**src/rtl/hazard_stall_controller.sv**
```systemverilog
// Pipeline hazard/stall controller: load-use and HI/LO interlocks, branch/jump flushes,
// instruction-memory wait handling and a saturating stall-cycle counter.
module hazard_stall_controller #(
   parameter int unsigned MD_CYCLES = 32
) (
   input  logic       clk,
   input  logic       reset_n,
   input  logic [4:0] id_rs,
   input  logic [4:0] id_rt,
   input  logic       id_uses_rt,
   input  logic       id_reads_hilo,
   input  logic       id_jump,
   input  logic       ex_mem_read,
   input  logic [4:0] ex_rt,
   input  logic       ex_branch_taken,
   input  logic       ex_md_start,
   input  logic       imem_ready,
   output logic       pc_write,
   output logic       if_id_stall,
   output logic       if_id_flush,
   output logic       id_ex_flush,
   output logic [15:0] stall_count
);

   localparam logic [7:0] MD_RELOAD = 8'(MD_CYCLES - 1);

   logic [7:0]  md_cnt_r;
   logic [15:0] stall_count_r;
   logic        load_use_s;
   logic        hilo_s;
   logic        id_stall_s;

   // Hazard detection from the ID/EX operand fields and the mult/div busy window
   always_comb begin
      load_use_s = ex_mem_read && (ex_rt != 5'd0) &&
                   ((ex_rt == id_rs) || (id_uses_rt && (ex_rt == id_rt)));
      hilo_s     = id_reads_hilo && (ex_md_start || (md_cnt_r != 8'd0));
      id_stall_s = load_use_s || hilo_s;
   end

   // Prioritised pipeline control; reset forces a flushed, frozen front end
   always_comb begin
      pc_write    = 1'b1;
      if_id_stall = 1'b0;
      if_id_flush = 1'b0;
      id_ex_flush = 1'b0;
      if (!reset_n) begin
         pc_write    = 1'b0;
         if_id_flush = 1'b1;
         id_ex_flush = 1'b1;
      end else if (ex_branch_taken) begin
         pc_write    = 1'b1;
         if_id_flush = 1'b1;
         id_ex_flush = 1'b1;
      end else if (id_stall_s) begin
         pc_write    = 1'b0;
         if_id_stall = 1'b1;
         id_ex_flush = 1'b1;
      end else if (!imem_ready) begin
         // ID instruction moves on while a bubble is fetched into ID
         pc_write    = 1'b0;
         if_id_flush = 1'b1;
      end else if (id_jump) begin
         pc_write    = 1'b1;
         if_id_flush = 1'b1;
      end else begin
         pc_write    = 1'b1;
      end
   end

   // HI/LO busy down-counter, restarted by every mult/div issue
   always_ff @(posedge clk or negedge reset_n) begin
      if (!reset_n) begin
         md_cnt_r <= 8'd0;
      end else if (ex_md_start) begin
         md_cnt_r <= MD_RELOAD;
      end else if (md_cnt_r != 8'd0) begin
         md_cnt_r <= md_cnt_r - 8'd1;
      end else begin
         md_cnt_r <= md_cnt_r;
      end
   end

   // Saturating count of cycles in which the PC did not advance
   always_ff @(posedge clk or negedge reset_n) begin
      if (!reset_n) begin
         stall_count_r <= 16'd0;
      end else if (!pc_write && (stall_count_r != 16'hFFFF)) begin
         stall_count_r <= stall_count_r + 16'd1;
      end else begin
         stall_count_r <= stall_count_r;
      end
   end

   assign stall_count = stall_count_r;

endmodule
```
**config.mk**
```make
export PLATFORM = sky130hd
export DESIGN_NAME = hazard_stall_controller
export DESIGN_NICKNAME = d
export VERILOG_FILES = /design/src/rtl/hazard_stall_controller.sv
export SDC_FILE = /design/constraint.sdc
export NUM_CORES = 1
export LEC_CHECK = 0
export ABC_CLOCK_PERIOD_IN_PS = 2430
export CAP_MARGIN = 10
export CELL_PAD_IN_SITES_DETAIL_PLACEMENT = 1
export CELL_PAD_IN_SITES_GLOBAL_PLACEMENT = 2
export CORE_MARGIN = 10
export CORE_UTILIZATION = 39
export CTS_BUF_LIST = sky130_fd_sc_hd__clkbuf_8
export DETAILED_ROUTE_END_ITERATION = 10
export DONT_BUFFER_PORTS = 1
export PLACE_DENSITY = 0.86
export SETUP_SLACK_MARGIN = 0.02
export SLEW_MARGIN = 40
export SYNTH_ARGS = -nofsm -noshare
export SYNTH_HDL_FRONTEND = slang
export SYNTH_SLANG_ARGS = --single-unit
export TNS_END_PERCENT = 30
```
**constraint.sdc**
```tcl
create_clock -name clk -period 2.43 [get_ports clk]
set_input_delay 0.243 -clock clk [delete_from_list [all_inputs] [get_ports clk]]
set_output_delay 0.243 -clock clk [all_outputs]
set_load 0.02 [all_outputs]
```
### After elaboration in Yosys (flattened, before gate mapping)

Cells that the tools add are included.

* output and inout bits: 20
* flip-flop bits (word level): 24
* word-level logic and storage cells: 35
* bits of input ports: 24

* mux-type cells: 16
* $add $sub $neg: 2
* eq/ne operators: 3
* reductions and logical operators: 12

Operator list (number)
* $add A16 B1 Y16 const B: 1
* $mux W8: 2
* $ne A16 B16 Y1 const B: 1
* $mux W1: 14
* $eq A5 B5 Y1: 2
* $reduce_bool A8 Y1: 1
* $sub A8 B1 Y8 const B: 1
* $logic_and A1 B1 Y1: 5
* $reduce_bool A5 Y1: 1
* $logic_or A1 B1 Y1: 3
* $reduce_bool A2 Y1: 1
* $logic_not A1 Y1: 1

### Logic depth before layout (Yosys ltp)

* word-level depth: 10
* mapped depth: 9
* mapped depth without buffers: 8

### Least setup slack after synthesis

No wires, ideal clock.

* kind: reg2reg
* start point: register md_cnt_r[0]
* end point: register stall_count_r[13] (netlist: stall_count[13])
* stages on the path, launching flop included: 10
* slack: 0.232 ns
* arrival time: 2.066 ns
* data required time: 2.298 ns
* clock period less this slack: 2.198 ns
* buffers on the path: 1
* cells stage by stage: dfrtp_1 > inv_1 > ha_1 > or3b_2 > o31ai_4 > nand3_2 > o211ai_4 > buf_6 > nor3_1 > xor2_1

* word-level cells in the longest chain between the ends: 9

RTL lines
* start, declared: RTL line 27 `logic [7:0] md_cnt_r;`
* start signal, assigned: RTL line 78 `md_cnt_r <= md_cnt_r - 8'd1;`
* start signal, assigned: RTL line 80 `md_cnt_r <= md_cnt_r;`
* $reduce_bool A8 Y1: RTL line 37 `hilo_s = id_reads_hilo && (ex_md_start || (md_cnt_r != 8'd0));`
* $logic_or A1 B1 Y1: RTL line 37
* $logic_and A1 B1 Y1: RTL line 37
* $logic_or A1 B1 Y1: RTL line 38 `id_stall_s = load_use_s || hilo_s;`
* $mux W1: RTL line 55 `end else if (id_stall_s) begin`
* $mux W1: RTL line 51 `end else if (ex_branch_taken) begin`
* $mux W1: RTL line 47 `if (!reset_n) begin`
* via pc_write: RTL line 18 `output logic pc_write,`
* $logic_not A1 Y1: RTL line 88 `end else if (!pc_write && (stall_count_r != 16'hFFFF)) begin`
* $logic_and A1 B1 Y1: RTL line 88
* end signal, assigned: RTL line 89 `stall_count_r <= stall_count_r + 16'd1;`
* end signal, assigned: RTL line 91 `stall_count_r <= stall_count_r;`
* end, declared: RTL line 28 `logic [15:0] stall_count_r;`

The timed path passes the listed nets, and every way through them passes these cells.
A chain may end at the register's enable or synchronous reset.

### Worst setup path in the final report

* start point: register md_cnt_r[4]
* end point: output port if_id_flush

* word-level cells in the longest chain between the ends: 7

RTL lines
* $reduce_bool A8 Y1: RTL line 37
* $logic_or A1 B1 Y1: RTL line 37
* $logic_and A1 B1 Y1: RTL line 37
* $logic_or A1 B1 Y1: RTL line 38
* $mux W1: RTL line 55
* $mux W1: RTL line 51
* $mux W1: RTL line 47
* end, declared: RTL line 20 `output logic if_id_flush,`

Every way passes these cells.

==> impl_results.md <==
* Fin worst setup slack at 132.4 ps
* CTS tree: yes
* Sum Neg Setup Slack at 0 ps
* Synth Area in XOR/XNOR at 17.06%
* Worst r2r src: md_cnt_r[4]
* Power share of the clock group at 22.0%
* Pwr dens at 791.3 mW/mm2
* Synth async-reset ratio at 100.0%
* Drt total wl at 3652 um
* # DRC at 0
* Levels on crit path at 5
* Comb pwr share at 23.6%
* Final Hold Viols at 0
* Status: finished, final reports clean
* Die Y at 80.72 um
* Largest net degree at the start of global routing at 25
* Crit Path Class: reg2out
* Met3 wire len at 265 um
* WL met2 at 1918 um
* RSZ-0062 raised after global routing: no
* Final Skew at 6.472 ps
* Core Area at 0.003442 mm2
* Number of global-route vias before repair at 1197
* Synth Area in Compound Gates at 9.051%
* Slowest-stage cell, CP: or4_4
* Design internal power at 0.7823 mW
* CP endpoint: if_id_flush
* Seq pwr share at 54.4%
* Reg2reg end: stall_count[1]
* Post-Synth Adder-Cell Area at 2.611%
* Via count at 1057
* Post-DRT Antenna Nets at 0
* Gr ovfl total at 0
* Cell variety after synth at 40
* Worst-Margin Slew at 659.4 ps
* N_diodes at 0
* Net Switching at 0.4980 mW
* Main flop type after synthesis: dfrtp_1
* Seq/Total Area, Yosys at 41.78%
* CTS root buffer: clkbuf_8
* DR vias/cell at 5.393
* Fin nets at 178
* Reg2Reg Depth at 7
* Required time of the critical path at 2190 ps
* Critical-path cell list: or4_4, o31ai_4, a21boi_4, o21ai_0, nand2_1
* Post-synth top area share at 41.78%
* H-tree Lvls at 1
* Synth Warn # at 0
* Finish-stage setup viols at 0
* Total Routing Usage GR at 11.74%
* Syn_nets at 170
* Global-route wire length before repair at 6134 um
* Num CTS Buffers at 3
* Worst Path Arrival at 2050 ps
* CP bufs+invs at 0
* Worst path max stage delay at 580 ps
* Router iterations before antenna repair at 2
* CTS clk-pin slew, worst paths at 90 ps
* Count of cells along the worst hold path at 1
* Most frequent cell after synthesis: dfrtp_1
* Simple-Gate Fraction of Synth Area at 23.32%
* #FFs+latches synth at 24
* Met1 Wirelength at 1420 um
* R2R setup slack at 170 ps
* EDFF count, synth at 0
* Cells after Synth at 143
* Area leader, netlist: dfrtp_1
* Share of layout cells above drive strength 1 at 14.00%
* Core Rows at 21
* Initial antenna violation count at 0
* Starting Density at 41.77%
* Die area at 0.006515 mm2
* Max-Cap Viols at 0
* Worst min-delay path class: in2reg
* Dpl ws at 71.87 ps
* Leak at 0.6371 nW
* Iteration-0 DRC count of the detailed router at 38
* Synth top cells by count: dfrtp_1, nand2_1, xor2_1
* IO Count at 44
* Crit path capture type: output pin
* Period utilisation layout at 94.55%
* Slew margin rel. at 55.64%
* Mapped Area at 0.001438 mm2
* Family with the most delay on the worst path: simple AND/OR/NAND/NOR gates
* Maximum vdd drop at 204.2 uV
* CP startpoint kind: flop
* Final min period at 2298 ps
* Max layer used: met4
* Util after Layout at 47.00%
* Port Buffers at 0
* Area growth syn-to-layout at 12.53%
* F_max at 435.2 MHz
* Fin. max-slew vios at 0
* CTS max path bufs at 2
* Largest cells by area after synthesis: dfrtp_1, xor2_1, xnor2_1, nand2_1, nor3_1
* CTS sink count at 24
* Synthesized area per cell at 10.05 um2
* DPL Wire Length at 2740 um
* Critical path peak fanout at 4
* Main combinational cell family by area after synthesis: simple AND/OR/NAND/NOR gates
* WHS at 30.78 ps
* Clock latency on the worst-skew pair at 270 ps
* Wire per inst at 18.63 um
* Global placement routability congestion at 0.7186
* Filler cells at 388
* Die Width at 80.72 um
* CP startpoint: md_cnt_r[4]
* Mux share of post-synthesis cell area at 3.568%
* Sw frac at 38.90%
* Post-CTS Setup Bufs at 0
## kinds of logic after synthesis
logic type,count (synthesis)
AOI/OAI and AO/OA,15
xor gates and xnor gates,28
adders and majority gates,3
buffers and inverters,8
DFF,24
muxes,4
and+or+nand+nor,61
## worst reg2reg max path, stage by stage, from the launching register on
cell and delay [ps]:
dfrtp_1 430, or4_4 580, o31ai_4 280, nand3_2 120
o211ai_4 190, buf_12 180, a21oi_2 60, mux2_4 320
## cell usage in the layout (no fill, tap or decap), drive strengths merged
master / count
o211ai: 1
and3: 2
dlygate4sd3: 1
mux2: 3
nor4: 2
buf: 5
or4: 2
xnor2: 13
mux2i: 1
nor4b: 2
a2111oi: 1
nand3: 5
ha: 3
nor3b: 1
nor2: 9
nor2b: 3
a211oi: 2
nand2b: 5
o31ai: 1
nand2: 16
clkbuf: 4
and4: 1
nor3: 8
inv: 5
o21ai: 4
a211o: 1
xor2: 15
o21a: 1
or3b: 1
o22ai: 1
and2: 1
nand4: 2
nand4b: 1
a21boi: 1
dfrtp: 24
a21oi: 2
## per-stage QoR
| step | area [um2] | total power, mW | instances |
|---|---|---|---|
| after floorplan | 1438 | 0.9005 | 143 |
| after global placement | 1519 | 0.9692 | 190 |
| after detailed placement | 1519 | 1.002 | 190 |
| after CTS | 1610 | 1.299 | 196 |
| after global routing | 1618 | 1.370 | 196 |
| final | 1618 | 1.280 | 196 |
## metal layers
metal  GRT usage (%)  up-vias
li1                -      507
met1           13.22      524
met2           19.75       22
met3           4.454        4
met4           4.325        0
met5               0        -
## area by class of cell
type                       count  area, um2  share of cell area [%]
clock buffer                   4      55.05                   3.403
inverter                       5      18.77                   1.160
multi-input combinational    111      813.3                   50.27
sequential                    24      600.6                   37.12
tap                           46      57.56                   3.558
timing repair buffer           6      72.57                   4.486
## power by group through the flow
stage	registers (mW)	logic, mW	clock network [mW]
3_3_place_gp	0.698	0.271	0
2_1_floorplan	0.687	0.214	0
6_report	0.696	0.302	0.282
3_5_place_dp	0.712	0.290	0
4_1_cts	0.702	0.308	0.289
5_1_grt	0.720	0.342	0.308
## worst min-delay path by stage
| stage | end | from | slack (ps) |
|---|---|---|---|
| finish | md_cnt_r[7] | ex_md_start | 30 |
| global route | md_cnt_r[7] | ex_md_start | 9 |
| CTS | md_cnt_r[7] | ex_md_start | 20 |
| detailed placement | stall_count[3] | reset_n | -50 |
| global placement | stall_count[1] | reset_n | -50 |
| floorplan | md_cnt_r[0] | reset_n | -50 |
## state kept, by name, summed over array words and instances, names as in the netlist
| name | count |
|---|---|
| md_cnt_r | 8 |
| stall_count | 16 |
## what timing repair did
action | 4_1_cts | 5_1_grt
endpoints found under the setup margin | 4 | 3
resized for setup | 3 | 2
pin swaps | 1 | 0
hold buffers | 2 | 0
hold endpoints to repair | 24 | 0
(Power assumes the default switching activity.)
